File: src/rtl/mux_pkg.sv
// mux_pkg: shared constants for the 2:1 time-division multiplexing layer.
//   DEF_WIDTH     - default data bits per lane
//   DEF_LANES_OUT - default number of output lanes
//   PHASE_EVEN    - phase in which even lanes are emitted and odd lanes captured
//   PHASE_ODD     - phase in which the held odd lanes are emitted
package mux_pkg;
    localparam int DEF_WIDTH = 8;
    localparam int DEF_LANES_OUT = 2;
    localparam logic PHASE_EVEN = 1'b0;
    localparam logic PHASE_ODD = 1'b1;
endpackage

File: src/rtl/serial_lane.sv
// serial_lane: serialises one even/odd input pair onto a single registered output lane.
//   clk, reset              - clock, async active-high reset
//   adv                     - advance this cycle (enable and not align)
//   phase                   - shared layer phase
//   even_data, even_valid   - input lane 2j
//   odd_data, odd_valid     - input lane 2j+1 (captured into hold at even phase)
//   data_out, valid_out     - registered output lane j
module serial_lane import mux_pkg::*; #(
    parameter int WIDTH = DEF_WIDTH,
    parameter bit ZERO_INVALID = 1'b1
) (
    input  logic             clk,
    input  logic             reset,
    input  logic             adv,
    input  logic             phase,
    input  logic [WIDTH-1:0] even_data,
    input  logic             even_valid,
    input  logic [WIDTH-1:0] odd_data,
    input  logic             odd_valid,
    output logic [WIDTH-1:0] data_out,
    output logic             valid_out
);
    logic [WIDTH-1:0] hold_data_q, hold_data_d, data_q, data_d, sel_data;
    logic             hold_valid_q, hold_valid_d, valid_q, valid_d, sel_valid, cap;
    always_comb begin
        cap = adv && phase == PHASE_EVEN;
        hold_data_d = cap ? odd_data : hold_data_q;
        hold_valid_d = cap ? odd_valid : hold_valid_q;
        sel_data = phase == PHASE_EVEN ? even_data : hold_data_q;
        sel_valid = phase == PHASE_EVEN ? even_valid : hold_valid_q;
        valid_d = adv & sel_valid;
        // An idle cycle either blanks the lane or freezes its last data.
        data_d = adv ? ((ZERO_INVALID && !sel_valid) ? '0 : sel_data)
                     : (ZERO_INVALID ? '0 : data_q);
    end
    always_ff @(posedge clk or posedge reset) begin
        if (reset) begin
            hold_data_q <= '0;
            hold_valid_q <= 1'b0;
            data_q <= '0;
            valid_q <= 1'b0;
        end else begin
            hold_data_q <= hold_data_d;
            hold_valid_q <= hold_valid_d;
            data_q <= data_d;
            valid_q <= valid_d;
        end
    end
    assign data_out = data_q;
    assign valid_out = valid_q;
endmodule

File: src/rtl/mux_serial_layer.sv
// mux_serial_layer: 2:1 TDM layer folding 2*LANES_OUT input lanes onto LANES_OUT output lanes.
//   clk, reset          - clock, async active-high reset
//   enable              - advance phase and update outputs
//   align               - synchronous realignment to the even phase (overrides enable)
//   data_in, valid_in   - 2*LANES_OUT input lanes and their valids
//   data_out, valid_out - LANES_OUT registered output lanes and their valids
//   phase               - registered current phase
module mux_serial_layer import mux_pkg::*; #(
    parameter int WIDTH = DEF_WIDTH,
    parameter int LANES_OUT = DEF_LANES_OUT,
    parameter bit ZERO_INVALID = 1'b1
) (
    input  logic                         clk,
    input  logic                         reset,
    input  logic                         enable,
    input  logic                         align,
    input  logic [2*LANES_OUT*WIDTH-1:0] data_in,
    input  logic [2*LANES_OUT-1:0]       valid_in,
    output logic [LANES_OUT*WIDTH-1:0]   data_out,
    output logic [LANES_OUT-1:0]         valid_out,
    output logic                         phase
);
    logic phase_q, phase_d, adv;
    always_comb begin
        adv = enable & ~align;
        phase_d = align ? PHASE_EVEN : (enable ? ~phase_q : phase_q);
    end
    always_ff @(posedge clk or posedge reset) begin
        if (reset) phase_q <= PHASE_EVEN;
        else phase_q <= phase_d;
    end
    assign phase = phase_q;
    for (genvar j = 0; j < LANES_OUT; j++) begin : g_lane
        serial_lane #(.WIDTH(WIDTH), .ZERO_INVALID(ZERO_INVALID)) u_lane (
            .clk       (clk),
            .reset     (reset),
            .adv       (adv),
            .phase     (phase_q),
            .even_data (data_in[2*j*WIDTH +: WIDTH]),
            .even_valid(valid_in[2*j]),
            .odd_data  (data_in[(2*j+1)*WIDTH +: WIDTH]),
            .odd_valid (valid_in[2*j+1]),
            .data_out  (data_out[j*WIDTH +: WIDTH]),
            .valid_out (valid_out[j])
        );
    end
endmodule

File: config.mk
export PLATFORM = sky130hd
export DESIGN_NAME = mux_serial_layer
export DESIGN_NICKNAME = d
export VERILOG_FILES = /design/src/rtl/mux_pkg.sv /design/src/rtl/serial_lane.sv /design/src/rtl/mux_serial_layer.sv
export SDC_FILE = /design/constraint.sdc
export NUM_CORES = 1
export LEC_CHECK = 0
export CAP_MARGIN = 20
export CORE_MARGIN = 4
export CORE_UTILIZATION = 45
export CTS_BUF_LIST = sky130_fd_sc_hd__clkbuf_2 sky130_fd_sc_hd__clkbuf_4 sky130_fd_sc_hd__clkbuf_8
export CTS_CLUSTER_SIZE = 10
export DETAILED_ROUTE_END_ITERATION = 7
export GPL_TIMING_DRIVEN = 0
export PLACE_DENSITY_LB_ADDON = 0.12
export SYNTH_ARGS = -nofsm -noshare
export SYNTH_HDL_FRONTEND = slang
export SYNTH_SLANG_ARGS = --single-unit
File: constraint.sdc
create_clock -name clk -period 1.6 [get_ports clk]
set_input_delay 0.32 -clock clk [delete_from_list [all_inputs] [get_ports clk]]
set_output_delay 0.32 -clock clk [all_outputs]
set_load 0.01 [all_outputs]
==> flow_summary_export.csv <==
group,metric,value,unit
cts,clock_path_buffers,2,
cts,clock_sinks,37,
global_routing,grt_max_degree,26,
cts,numCtsBuffers,5,
placed_design,gp_congestion,0.698,
layout,seqCellArea,926,um^2
detailed_routing,vias,1042,
layout,multi_input_comb_area,594,um^2
global_routing,grt_pass1_wl,5.48,mm
sta,clock-skew-final,0.00766,ns
power,leakagePower,1.02,nW
power,vdd_drop_max,0.605,mV
worst_setup_path,cp_data_arrival_time,1.21,ns
worst_setup_path,critPathTopFamily,"buffers and inverters",
floorplanning,dieHeight,67.7,um
synthesis,muxShareOfSynthArea,27.8,%
placed_design,dp_slack,-0.202,ns
cts,cts-root-buf,"clkbuf_4",
layout,fin_util,68.6,%
synthesis,async_flop_share,100,%
synthesis,avgSynthCellArea,15.4,um^2
flow_run,drv_cap,0,
layout,drive_gt1_share,25.3,%
worst_setup_path,crit_type,"register to output port",
synthesis,ys_top_cells_by_count,"dfrtp_1 (37), mux2i_1 (16), mux2_4 (10), nor3_1 (10), mux2_2 (8)",
floorplanning,rows,21,
detailed_routing,antenna_left,0,
global_routing,grt_overflow,0,
power,power.density,917,nW/um^2
sta,final.setup.worst_slack,0.0684,ns
cts,tritoncts,"built",
detailed_routing,dr.pass1.iters,4,
cts,clk_pin_slew,0.11,ns
sta,worst_slew_pin_slew,0.561,ns
synthesis,synth_seq_area_share,57.8,%
run_status,status,"completed",
synthesis,synth_top_area_cell,"dfrtp_1",
synthesis,synth.cell_area,1600,um^2
detailed_routing,wl_per_cell,15.4,um
worst_setup_path,required,1.28,ns
synthesis,yosysMostFrequentCell,"dfrtp_1",
layout,syn_to_final_growth,45.1,%
layout,n_fill_cell,247,
worst_setup_path,r2r-start,"phase",
cts,clock_latency,0.33,ns
placed_design,io_buffer_count,58,
detailed_routing,drt-initial-drc-count,40,
sta,slew_violations,0,
sta,max_freq,0.653,GHz
worst_setup_path,path_max_fanout,1,
sta,setup_violations,0,
worst_setup_path,cp-end-kind,"output port",
synthesis,syn_nets,144,
sta,hold_viol,0,
worst_setup_path,path_buf_inv,1,
floorplanning,die_x,67.7,um
synthesis,ys_ff_latch,37,
detailed_routing,via_per_inst,4.82,
detailed_routing,drc,0,
synthesis,synth_fa_ha_area_share,0,%
worst_setup_path,critPathSlowestCell,"clkdlybuf4s50_1",
worst_setup_path,crit_path_start_kind,"register",
floorplanning,die_area,4580,um^2
floorplanning,initial_utilization,47.3,%
worst_setup_path,cpPeakStageDelay,0.54,ns
synthesis,postSynthCellCount,104,
global_routing,grt_pass1_vias,1150,
synthesis,synth_edf_count,0,
sta,rsz0062_at_grt,"no",
synthesis,synth_top_family_by_area,"multiplexers",
worst_setup_path,startpoint,"g_lane[1].u_lane.data_out[6]",
synthesis,synth_ff_type,"dfrtp_1",
global_routing,grt_usage,16.8,%
synthesis,synth-simple-area-share,8.74,%
power,total_power,2.13,mW
cts,htreeDepth,2,
layout,insertedDiodeCount,0,
synthesis,yosys.area_share.xor_xnor,0.546,%
synthesis,synth_top_area_share,57.8,%
synthesis,synthDistinctLibCells,16,
floorplanning,ioPinCount,59,
sta,period_share,95.7,%
worst_setup_path,crit_path_cell_trace,"clkdlybuf4s50_1",
sta,timing.final.crit_period,1.53,ns
synthesis,synth.top_cells.by_area,"dfrtp_1 (58%), mux2i_1 (10%), mux2_4 (9.4%), mux2_2 (5.6%), nor3_2 (3.7%)",
hold_path,min_path_type,"input pin to asynchronous set/reset pin",
sta,slew-limit-headroom,62.6,%
global_routing,antenna_found_initial,0,
synthesis,yosysWarnings,0,
floorplanning,core_area,3390,um^2
layout,nNetsFinal,210,
detailed_routing,routed_wl,3.33,mm
synthesis,synth_compound_area_share,0,%
placed cells by master (no fill, tap or decap):
cell type,instances
inv_1,1
clkdlybuf4s50_1,54
nand2b_1,1
mux2_2,8
buf_2,2
nor3_1,10
buf_12,1
dlygate4sd2_1,3
clkbuf_8,1
xnor2_1,1
mux2i_1,16
buf_6,3
clkbuf_4,6
mux2i_4,2
nor3b_2,1
dlymetal6s2s_1,1
dfrtp_1,37
nor3_2,6
buf_16,1
nor2_1,3
buf_4,2
mux2_4,10
sequential cells by signal, summed over array words and instances (netlist names):
name / count
g_lane.u_lane.hold_data_q: 16
g_lane.u_lane.hold_valid_q: 2
phase: 1
g_lane.u_lane.valid_out: 2
g_lane.u_lane.data_out: 16
report_power, final:
group,switching [mW],internal [mW],total [mW]
clock network,0.285,0.225,0.509
logic,0.185,0.320,0.505
registers,0.0668,1.05,1.12
total,0.537,1.60,2.13
final timing paths:
check	end	slack, ns	cells past startpoint
hold reg to reg	g_lane[1].u_lane.hold_data_q[6]	0.52	1
hold / removal	g_lane[0].u_lane.hold_data_q[4]	0.33	2
max in group asynchronous	g_lane[1].u_lane.data_out[5]	0.75	3
setup reg to reg	g_lane[1].u_lane.hold_data_q[4]	0.22	4
min in group clk	g_lane[1].u_lane.hold_data_q[6]	0.52	1
setup / recovery	data_out[14]	0.07	1
per-stage QoR:
step,setup TNS (ns),instance area (um^2),hold WS (ns),cells
after global routing,0,2330,0.363,216
after detailed placement,-3.30,2270,0.496,209
after CTS,0,2320,0.339,216
final,0,2330,0.330,216
after floorplan,0,1600,0.386,104
after global placement,-13.67,2240,0.492,208
cells by family (layout without fill, tap and decap cells):
logic type / count (synthesis) / after routing
xor+xnor: 1 / 1
buf+inv: 9 / 75
flops: 37 / 37
mux: 36 / 36
simple gates: 21 / 21
layout make-up:
cell class / count / area share [%]
repair buffers: 59 / 26.1
plain buffers: 8 / 3.39
clock buffers: 7 / 2.53
multi-input cells: 58 / 25.6
flip-flops and latches: 37 / 39.8
well taps: 46 / 2.47
inverters: 1 / 0.161
layer usage:
| metal | vias up | GRT usage, % | share of wire [%] | wire [um] |
|---|---|---|---|---|
| li1 | 493 | - | - | - |
| met1 | 507 | 20.5 | 40 | 1350 |
| met2 | 35 | 27.6 | 52 | 1740 |
| met3 | 7 | 4.49 | 5.8 | 192 |
| met4 | 0 | 7.59 | 1.5 | 50 |
| met5 | - | 0 | 0 | 0 |
timing repair:
item | CTS | global route
endpoints found under the setup margin | 3 | 1
gates resized for setup | 3 | 1
hold buffers | 0 | 0
buffers inserted | 0 | 0
No activity file was read; power rests on OpenSTA's default activity.
